## src/rtl/gray_seq_ctrl.sv

```systemverilog
// -----------------------------------------------------------------------------
// gray_seq_ctrl
//   Programmable Gray-code sequence generator. Steps a binary index between
//   latched lower/upper limits and streams each index with its Gray code over
//   a valid/ready interface. Modes: one-shot up, wrap up, ping-pong.
//
// Ports:
//   clk        system clock, rising edge
//   rst_n      asynchronous active-low reset
//   start      start request (IDLE only)
//   stop       abort request (RUN only)
//   mode       0 one-shot, 1 wrap, 2 ping-pong, 3 reserved (rejected)
//   lo_lim     lower index limit, latched at start
//   hi_lim     upper index limit, latched at start
//   out_ready  sink ready
//   out_valid  bin_out/gray_out valid
//   bin_out    current binary index
//   gray_out   Gray code of bin_out
//   dir_out    1 = counting up, 0 = counting down
//   busy       high while running
//   done       one-cycle pulse on one-shot completion
//   cfg_err    one-cycle pulse on a rejected start
//   beat_cnt   beats since last accepted start, saturating
// -----------------------------------------------------------------------------
module gray_seq_ctrl #(
    parameter int DATA_SIZE = 4,
    parameter int CNT_W     = 16
) (
    input  logic                 clk,
    input  logic                 rst_n,
    input  logic                 start,
    input  logic                 stop,
    input  logic [1:0]           mode,
    input  logic [DATA_SIZE-1:0] lo_lim,
    input  logic [DATA_SIZE-1:0] hi_lim,
    input  logic                 out_ready,
    output logic                 out_valid,
    output logic [DATA_SIZE-1:0] bin_out,
    output logic [DATA_SIZE-1:0] gray_out,
    output logic                 dir_out,
    output logic                 busy,
    output logic                 done,
    output logic                 cfg_err,
    output logic [CNT_W-1:0]     beat_cnt
);

    typedef enum logic {
        IDLE = 1'b0,
        RUN  = 1'b1
    } state_t;

    localparam logic [1:0] MODE_ONESHOT  = 2'd0;
    localparam logic [1:0] MODE_WRAP     = 2'd1;
    localparam logic [1:0] MODE_PINGPONG = 2'd2;
    localparam logic [1:0] MODE_RSVD     = 2'd3;

    state_t               state_q, state_n;
    logic [DATA_SIZE-1:0] lo_q, lo_n, hi_q, hi_n;
    logic [1:0]           mode_q, mode_n;
    logic [DATA_SIZE-1:0] bin_q, bin_n, gray_q, gray_n;
    logic                 dir_q, dir_n;
    logic                 valid_q, valid_n;
    logic                 busy_q, busy_n;
    logic                 done_q, done_n;
    logic                 err_q, err_n;
    logic [CNT_W-1:0]     cnt_q, cnt_n;
    logic                 beat;

    assign beat = valid_q && out_ready;

    // Next-state and next-output logic.
    // NOTE: every signal gets a default before any branch so no path leaves
    // it unassigned, which would otherwise infer a latch.
    always_comb begin
        state_n = state_q;
        lo_n    = lo_q;
        hi_n    = hi_q;
        mode_n  = mode_q;
        bin_n   = bin_q;
        dir_n   = dir_q;
        valid_n = valid_q;
        busy_n  = busy_q;
        done_n  = 1'b0;
        err_n   = 1'b0;
        cnt_n   = cnt_q;

        unique case (state_q)
            IDLE: begin
                if (start) begin
                    if (lo_lim <= hi_lim && mode != MODE_RSVD) begin
                        lo_n    = lo_lim;
                        hi_n    = hi_lim;
                        mode_n  = mode;
                        bin_n   = lo_lim;
                        dir_n   = 1'b1;
                        cnt_n   = '0;
                        valid_n = 1'b1;
                        busy_n  = 1'b1;
                        state_n = RUN;
                    end else begin
                        err_n = 1'b1;
                    end
                end
            end

            RUN: begin
                if (beat && cnt_q != '1) begin
                    cnt_n = cnt_q + CNT_W'(1);
                end

                if (stop) begin
                    // Abort: a coincident beat is counted but the index holds.
                    valid_n = 1'b0;
                    busy_n  = 1'b0;
                    state_n = IDLE;
                end else if (beat) begin
                    // All boundary decisions compare against the limits, so the
                    // +1/-1 below never wraps past the index width.
                    unique case (mode_q)
                        MODE_ONESHOT: begin
                            if (bin_q == hi_q) begin
                                valid_n = 1'b0;
                                busy_n  = 1'b0;
                                done_n  = 1'b1;
                                state_n = IDLE;
                            end else begin
                                bin_n = bin_q + DATA_SIZE'(1);
                            end
                        end
                        MODE_WRAP: begin
                            bin_n = (bin_q == hi_q) ? lo_q : bin_q + DATA_SIZE'(1);
                        end
                        MODE_PINGPONG: begin
                            if (lo_q == hi_q) begin
                                bin_n = lo_q;
                                dir_n = 1'b1;
                            end else if (dir_q && bin_q == hi_q) begin
                                dir_n = 1'b0;
                                bin_n = hi_q - DATA_SIZE'(1);
                            end else if (!dir_q && bin_q == lo_q) begin
                                dir_n = 1'b1;
                                bin_n = lo_q + DATA_SIZE'(1);
                            end else begin
                                bin_n = dir_q ? bin_q + DATA_SIZE'(1)
                                              : bin_q - DATA_SIZE'(1);
                            end
                        end
                        default: begin
                            // Reserved mode is never latched; hold.
                            bin_n = bin_q;
                        end
                    endcase
                end
            end

            default: state_n = IDLE;
        endcase

        // Gray output is registered from the same next index as bin_out.
        gray_n = bin_n ^ (bin_n >> 1);
    end

    // NOTE: sequential state uses non-blocking assignments so all registers
    // update together from values sampled before the edge.
    // NOTE: every register, including latched configuration, is reset so the
    // block comes out of reset in a fully defined state.
    always_ff @(posedge clk or negedge rst_n) begin
        if (!rst_n) begin
            state_q <= IDLE;
            lo_q    <= '0;
            hi_q    <= '0;
            mode_q  <= '0;
            bin_q   <= '0;
            gray_q  <= '0;
            dir_q   <= 1'b1;
            valid_q <= 1'b0;
            busy_q  <= 1'b0;
            done_q  <= 1'b0;
            err_q   <= 1'b0;
            cnt_q   <= '0;
        end else begin
            state_q <= state_n;
            lo_q    <= lo_n;
            hi_q    <= hi_n;
            mode_q  <= mode_n;
            bin_q   <= bin_n;
            gray_q  <= gray_n;
            dir_q   <= dir_n;
            valid_q <= valid_n;
            busy_q  <= busy_n;
            done_q  <= done_n;
            err_q   <= err_n;
            cnt_q   <= cnt_n;
        end
    end

    assign out_valid = valid_q;
    assign bin_out   = bin_q;
    assign gray_out  = gray_q;
    assign dir_out   = dir_q;
    assign busy      = busy_q;
    assign done      = done_q;
    assign cfg_err   = err_q;
    assign beat_cnt  = cnt_q;

endmodule

```

## config.mk

```make
export PLATFORM = sky130hd
export DESIGN_NAME = gray_seq_ctrl
export DESIGN_NICKNAME = d
export VERILOG_FILES = /design/src/rtl/gray_seq_ctrl.sv
export SDC_FILE = /design/constraint.sdc
export NUM_CORES = 1
export LEC_CHECK = 0
export ABC_AREA = 1
export CAP_MARGIN = 20
export CORE_MARGIN = 5
export CORE_UTILIZATION = 25
export CTS_CLUSTER_DIAMETER = 60
export DETAILED_ROUTE_END_ITERATION = 12
export GPL_TIMING_DRIVEN = 0
export PLACE_DENSITY = 0.53
export SLEW_MARGIN = 40
export SYNTH_ARGS = -nofsm -noshare
export SYNTH_HDL_FRONTEND = slang
export SYNTH_SLANG_ARGS = --single-unit
```

## constraint.sdc

```tcl
create_clock -name clk -period 2.1 [get_ports clk]
set_input_delay 0.42 -clock clk [delete_from_list [all_inputs] [get_ports clk]]
set_output_delay 0.42 -clock clk [all_outputs]
set_load 0.1 [all_outputs]
```

==> impl_results.md, run 1 <==
- #FFs+latches synth: 38
- Fillcell total: 1204
- Pwr dens: between 1000 and 1500 nW/um^2
- Syn_area_per_cell: 6.99 sq um
- Required time worst endpoint: 2.32 ns
- Count of pins over their slew limit: 0
- Slowest stage delay, CP: 0.44 ns
- Post-route design area: 3600 sq um
- Clock root cell: clkbuf_8
- Post-synth top area share: 34.2%
- Setup Skew: 0.00756 ns
- Async SR Flop Fraction: 100%
- CTS tree: done
- Critical R2R Launch: beat_cnt[0]$_DFFE_PN0P_
- CP bufs+invs: 2
- Drt pass-1 iters: 4
- Critical path's top delay family: simple AND/OR/NAND/NOR gates
- Final setup viols: 0
- Hold_buf cts: 0
- Post-synth EDFFs: 0
- Post-Place Cell Area: 3190 sq um
- Crit end category: flip-flop
- DRC violations left: 0
- Post-Syn Instances: 387
- Final min period: 1.90 ns
- Total routed wirelength: 7890 microns
- Initial antenna violation count: 0
- Worst Setup SP: beat_cnt[0]$_DFFE_PN0P_
- Maximum VDD drop: 0.995 mV
- Clock power frac: 10.6%
- Yosys cell types: 34
- Sw Share: around 57%
- Post-synthesis net count: 411
- Area occupied by multi-input gates: 1670 sq um
- Syn. warnings: 0
- Wire per inst: about 13 microns
- Commonest cells after routing, fill and taps aside: 116 x nand2_1, 41 x inv_1, 32 x buf_2, 26 x nand3_1, 23 x dfrtp_1
- Unrepaired setup endpoints after global routing: no
- I/O Pins: 44
- H-tree depth: 2
- Slew HR: 50.1%
- P_sw: roughly 2.7 mW
- Cell area after synthesis: 2710 sq um
- Hold crit path type: input pin to asynchronous set/reset pin
- Design Power: 4.70 mW
- Tcrit/Tclk final: between 90% and 100%
- Avg Vias per Cell: between 4 and 5
- Synthesis-to-finish area growth: 33.3%
- Antenna Cells: 0
- Fmax: ~0.53 GHz
- Hpwl dp: 5890 microns
- Die Wd: 114 microns
- Die area: between 10000 and 15000 sq um
- Crit-path cells: ha_2 > nand2_1 > nor4_4 > nand2_2 > o21ai_4 > nand2_8 > inv_2 > buf_8 > nor2_1 > a21oi_1
- First-pass GRT wire length: 13500 microns
- Fin cells: about 600
- CP max-delay cell: dfrtp_4
- Nature of the critical path startpoint: flip-flop
- PortBufs: between 40 and 50
- Main synth FF type: dfrtp_1
- Row cnt: 38
- Seq. cell area: 982 sq um
- Worst-Skew Late Latency: roughly 0.30 ns
- Clk sinks: 38
- Worst EP arrival: 2.13 ns
- Leak: roughly 1.8 nW
- Least-Margin Pin Slew: 0.748 ns
- Register area share after synthesis: 35.2%
- Area contributors post-synth: dfrtp_1 34%, nand2_1 17%, inv_1 6.5%
- Placed cells: 570
- Layout net count: between 400 and 500
- Final ANT Viol Nets: 0
- Seq pwr share: 24.9%
- Clk buf depth: 2
- TritonCTS Buffers: 5
- Drt initial violations: 118
- Routability cong.: 0.897
- Largest net degree at the start of global routing: 39
- Clock Pin Slew Worst Setup and Hold Paths: 0.08 ns
- Internal power: approximately 2 mW
- Max-cap violations: 0
- Vias in the first global route: between 2000 and 3000
- Comb pwr share: 64.5%
- Post-synth top area cell: dfrtp_1
- Core Area: 10700 sq um
- DR vias: between 2000 and 3000
- Die H: between 100 and 150 microns
- Max FO, Critical Path: 10
- Commonest non-fill, non-tap cell in the layout: nand2_1
- Initial Util: 25.2%
- Fraction of layout cells with a size suffix above 1: 29.2%
- GRT overflow: 0
- Status: finished clean
- Tot GR Track Use: 12.8%
- Final hold vios: 0
- Setup CP Type: flip-flop to flip-flop
## layer usage
layer  track usage (%)  part of all wire (%)
met5                 0                     0
met3              1.70                   2.5
met2              21.2                    49
met1              16.5                    46
met4              6.33                   2.3
## layout make-up
class	count	share of cell area (%)
Multi-Input combinational cell	281	46.2
Sequential cell	38	27.2
Timing Repair Buffer	59	11.2
Inverter	54	5.69
Tap cell	140	4.86
Buffer	12	2.46
Clock buffer	6	2.01
Clock inverter	2	0.278
## path summary, 6_finish.rpt
check                                           end  slack [ns]  depth (start not counted)
max reg2reg                 beat_cnt[0]$_DFFE_PN0P_        0.20                         10
max in group asynchronous      bin_out[0]$_DFF_PN0_        1.60                          1
min reg2reg                beat_cnt[13]$_DFFE_PN0P_        0.56                          2
min                         beat_cnt[0]$_DFFE_PN0P_        0.08                          1
max                         beat_cnt[0]$_DFFE_PN0P_        0.20                         10
min in group clk                hi_q[0]$_DFFE_PN0P_        0.41                          3
## cells in the mapped netlist, drive strengths merged, types with 9 or more instances
cell type	count
o31ai	9
nand4	9
o21ai	23
nand3	28
inv	54
a21oi	19
xnor2	11
ha	9
dfrtp	37
nor2	26
nand2	126
buf	11
## cell families (layout without fill, tap and decap cells)
logic type / after synthesis / after routing / synth area share, %
buffers and inverters: 69 / 133 / 11.1
and+or+nand+nor: 197 / 198 / 31.9
DFF: 38 / 38 / 35.2
adders and majority gates: 9 / 9 / 4.16
xor gates and xnor gates: 18 / 18 / 5.83
AOI/OAI and AO/OA: 56 / 56 / 11.9
## worst reg2reg max path: stages, from the launching register on
cell and delay, ns:
dfrtp_4 0.44, ha_2 0.21, nand2_1 0.11, nor4_4 0.19, nand2_2 0.12, o21ai_4 0.24, nand2_8 0.09, inv_2 0.09
buf_8 0.16, nor2_1 0.05, a21oi_1 0.12
## flip-flops by register name, indices dropped and copies added, names as in the netlist
| register | flops |
|---|---|
| gray_out | 3 |
| done | 1 |
| dir_out | 1 |
| hi_q | 4 |
| state_q | 1 |
| busy | 1 |
| bin_out | 4 |
| lo_q | 4 |
| mode_q | 2 |
| beat_cnt | 16 |
| cfg_err | 1 |
## power by group through the flow
stage	Combinational, mW	Sequential [mW]	Clock (mW)
after floorplan	1.52	1.90	0
after global placement	2.98	1.13	0
after detailed placement	2.86	1.13	0
after CTS	2.94	1.12	0.522
after global routing	3.34	1.20	0.543
final	3.04	1.17	0.499
## per-stage QoR
stage	util (%)	hold WS (ns)	TNS [ns]	worst slack, ns
floorplan	-	0.124	0	0.0112
global placement	31.1	0.531	-43.53	-0.809
detailed placement	29.7	0.429	-26.56	-0.872
CTS	31.8	0.0876	0	0.00646
global route	33.5	0.116	0	0.00291
finish	33.5	0.0803	0	0.198
## repair_timing
| action | CTS | global route |
|---|---|---|
| buffers inserted | 5 | 11 |
| gates cloned | 1 | 0 |
| hold endpoints to repair | 0 | 0 |
| gates resized for setup | 31 | 30 |
| pin swaps | 7 | 11 |
| setup endpoints to repair | 35 | 32 |
(Power assumes the default switching activity.)
==> run 2, diff against run 1 <==
--- a/config.mk
+++ b/config.mk
@@ -13,7 +13,7 @@
 export DETAILED_ROUTE_END_ITERATION = 12
 export GPL_TIMING_DRIVEN = 0
 export PLACE_DENSITY = 0.53
-export SLEW_MARGIN = 40
+export SLEW_MARGIN = 20
 export SYNTH_ARGS = -nofsm -noshare
 export SYNTH_HDL_FRONTEND = slang
 export SYNTH_SLANG_ARGS = --single-unit
==> impl_results.md, run 2 (synthesis gave the netlist of run 1 again) <==
- Slowest stage delay, CP: 0.88 ns
- CP bufs+invs: 1
- Tcrit/Tclk final: 97.4%
- Clock Pin Slew Worst Setup and Hold Paths: 0.07 ns
- Least-Margin Pin Slew: 0.963 ns
- Setup CP Type: flip-flop to primary output
- Comb pwr share: 66.8%
- Final min period: 2.05 ns
- Setup Skew: 0.00967 ns
- Commonest cells after routing, fill and taps aside: 106 x nand2_1, 40 x inv_1, 29 x dlygate4sd2_1, 27 x nand3_1, 23 x dfrtp_1
- Fin Hold WS: 0.416 ns
- Pwr dens: between 1000 and 1500 nW/um^2
- Slew HR: 36.1%
- PortBufs: 43
- Die area: 13000 sq um
- CTS tree: done
- Synthesis-to-finish area growth: 40.1%
- Critical R2R Launch: beat_cnt[7]$_DFFE_PN0P_
- Vias in the first global route: between 2000 and 3000
- Largest net degree at the start of global routing: 31
- Internal power: 2.16 mW
- Post-Place Cell Area: 3360 sq um
- Seq pwr share: 22.9%
- Routability cong.: around 0.9
- Final hold vios: 0
- Initial antenna violation count: 0
- Row cnt: 38
- Total routed wirelength: 8120 microns
- Die Wd: around 110 microns
- Final setup viols: 0
- Status: finished clean
- DRC violations left: 0
- Maximum VDD drop: 0.900 mV
- Post-route design area: 3790 sq um
- P_sw: 2.74 mW
- Commonest non-fill, non-tap cell in the layout: nand2_1
- Hpwl dp: 5940 microns
- CP max-delay cell: dlygate4sd2_1
- Clk sinks: 38
- Count of pins over their slew limit: 0
- Fillcell total: 1181
- Avg Vias per Cell: 4.57
- Required time worst endpoint: ~1.7 ns
- Initial Util: 25.2%
- Hold Startpoint: hi_lim[0]
- TritonCTS Buffers: 5
- Crit-path cells: dlygate4sd2_1
- DR vias: 2721
- Worst EP arrival: between 1.5 and 2 ns
- Max FO, Critical Path: 8
- Die H: ~110 microns
- Drt initial violations: 96
- Layout net count: 478
- Fraction of layout cells with a size suffix above 1: 25.5%
- Worst Setup SP: bin_out[1]$_DFF_PN0_
- Wire per inst: 13.7 microns
- Fmax: a little under 0.5 GHz
- GRT overflow: 0
- Final ANT Viol Nets: 0
- Core Area: 10700 sq um
- Crit end category: primary output
- Tot GR Track Use: roughly 13%
- Nature of the critical path startpoint: flip-flop
- I/O Pins: 44
- Max reg flops: 16
- Leak: 1.89 nW
- Clock root cell: clkbuf_8
- Critical path's top delay family: buffers and inverters
- Hold crit path type: input pin to flip-flop
- Max-cap violations: 0
- Antenna Cells: 0
- Drt pass-1 iters: 4
- H-tree depth: 2
- First-pass GRT wire length: around 14000 microns
- Clock power frac: 10.3%
- Sw Share: approximately 56%
- Clk buf depth: 2
- Worst-Skew Late Latency: 0.30 ns
==> run 2: cell types whose count changed in the layout (fill, tap and decap cells not counted), sizes merged <==
cell           change
dlygate4sd2       +24
buf               -26
dlygate4sd3        +1
clkdlybuf4s15      +3
dlymetal6s2s       +1
==> run 2: layout make-up <==
| type | count | area (sq um) | share of cell area, % |
|---|---|---|---|
| Multi-Input combinational cell | 281 | 1680 | 44.3 |
| Sequential cell | 38 | 982 | 25.9 |
| Timing Repair Buffer | 59 | 542 | 14.3 |
| Inverter | 54 | 205 | 5.41 |
| Tap cell | 140 | 175 | 4.62 |
| Buffer | 15 | 126 | 3.33 |
| Clock buffer | 6 | 72.6 | 1.91 |
| Clock inverter | 2 | 10.0 | 0.264 |
==> run 2: metrics by stage <==
stage	TNS, ns	util [%]	worst slack, ns	power, mW	cells
3_5_place_dp	-26.30	31.2	-0.868	4.12	571
5_1_grt	-0.0849	35.3	-0.0420	5.27	595
4_1_cts	0	33.2	0.000185	4.62	587
6_report	0	35.3	0.0538	4.90	595
3_3_place_gp	-43.53	31.1	-0.809	4.11	570
2_1_floorplan	0	-	0.0112	3.42	387
==> run 2: power groups by stage <==
stage / Clock [mW] / Combinational, mW / Sequential (mW)
finish: 0.505 / 3.28 / 1.12
detailed placement: 0 / 2.98 / 1.14
CTS: 0.526 / 2.98 / 1.12
global placement: 0 / 2.98 / 1.13
floorplan: 0 / 1.52 / 1.90
global route: 0.551 / 3.57 / 1.15
==> run 2: timing repair <==
| item | CTS | global route |
|---|---|---|
| gates resized for setup | 61 | 54 |
| cloned | 2 | 0 |
| endpoints found under the setup margin | 64 | 34 |
| hold buffers | 1 | 0 |
| hold endpoints to repair | 8 | 0 |
| pin swaps | 5 | 20 |
| setup buffers | 5 | 8 |
==> run 2: final timing paths <==
kind / cells after the start / end / slack [ns]
max: 1 / bin_out[1] / 0.05
min: 3 / hi_q[0]$_DFFE_PN0P_ / 0.42
max reg2reg: 11 / beat_cnt[3]$_DFFE_PN0P_ / 0.13
min reg2reg: 2 / beat_cnt[7]$_DFFE_PN0P_ / 0.55
max in group asynchronous: 3 / dir_out$_DFFE_PN1P_ / 1.09
min in group asynchronous: 2 / beat_cnt[8]$_DFFE_PN0P_ / 0.50
==> run 2: layer usage <==
metal / track usage (%) / vias to the layer above / share of wire [%] / wire length (microns)
li1: - / 1376 / - / -
met1: 17.0 / 1279 / 45 / 3690
met2: 21.2 / 52 / 49 / 3990
met3: 1.86 / 14 / 3.0 / 241
met4: 5.54 / 0 / 2.5 / 201
met5: 0 / - / 0 / 0
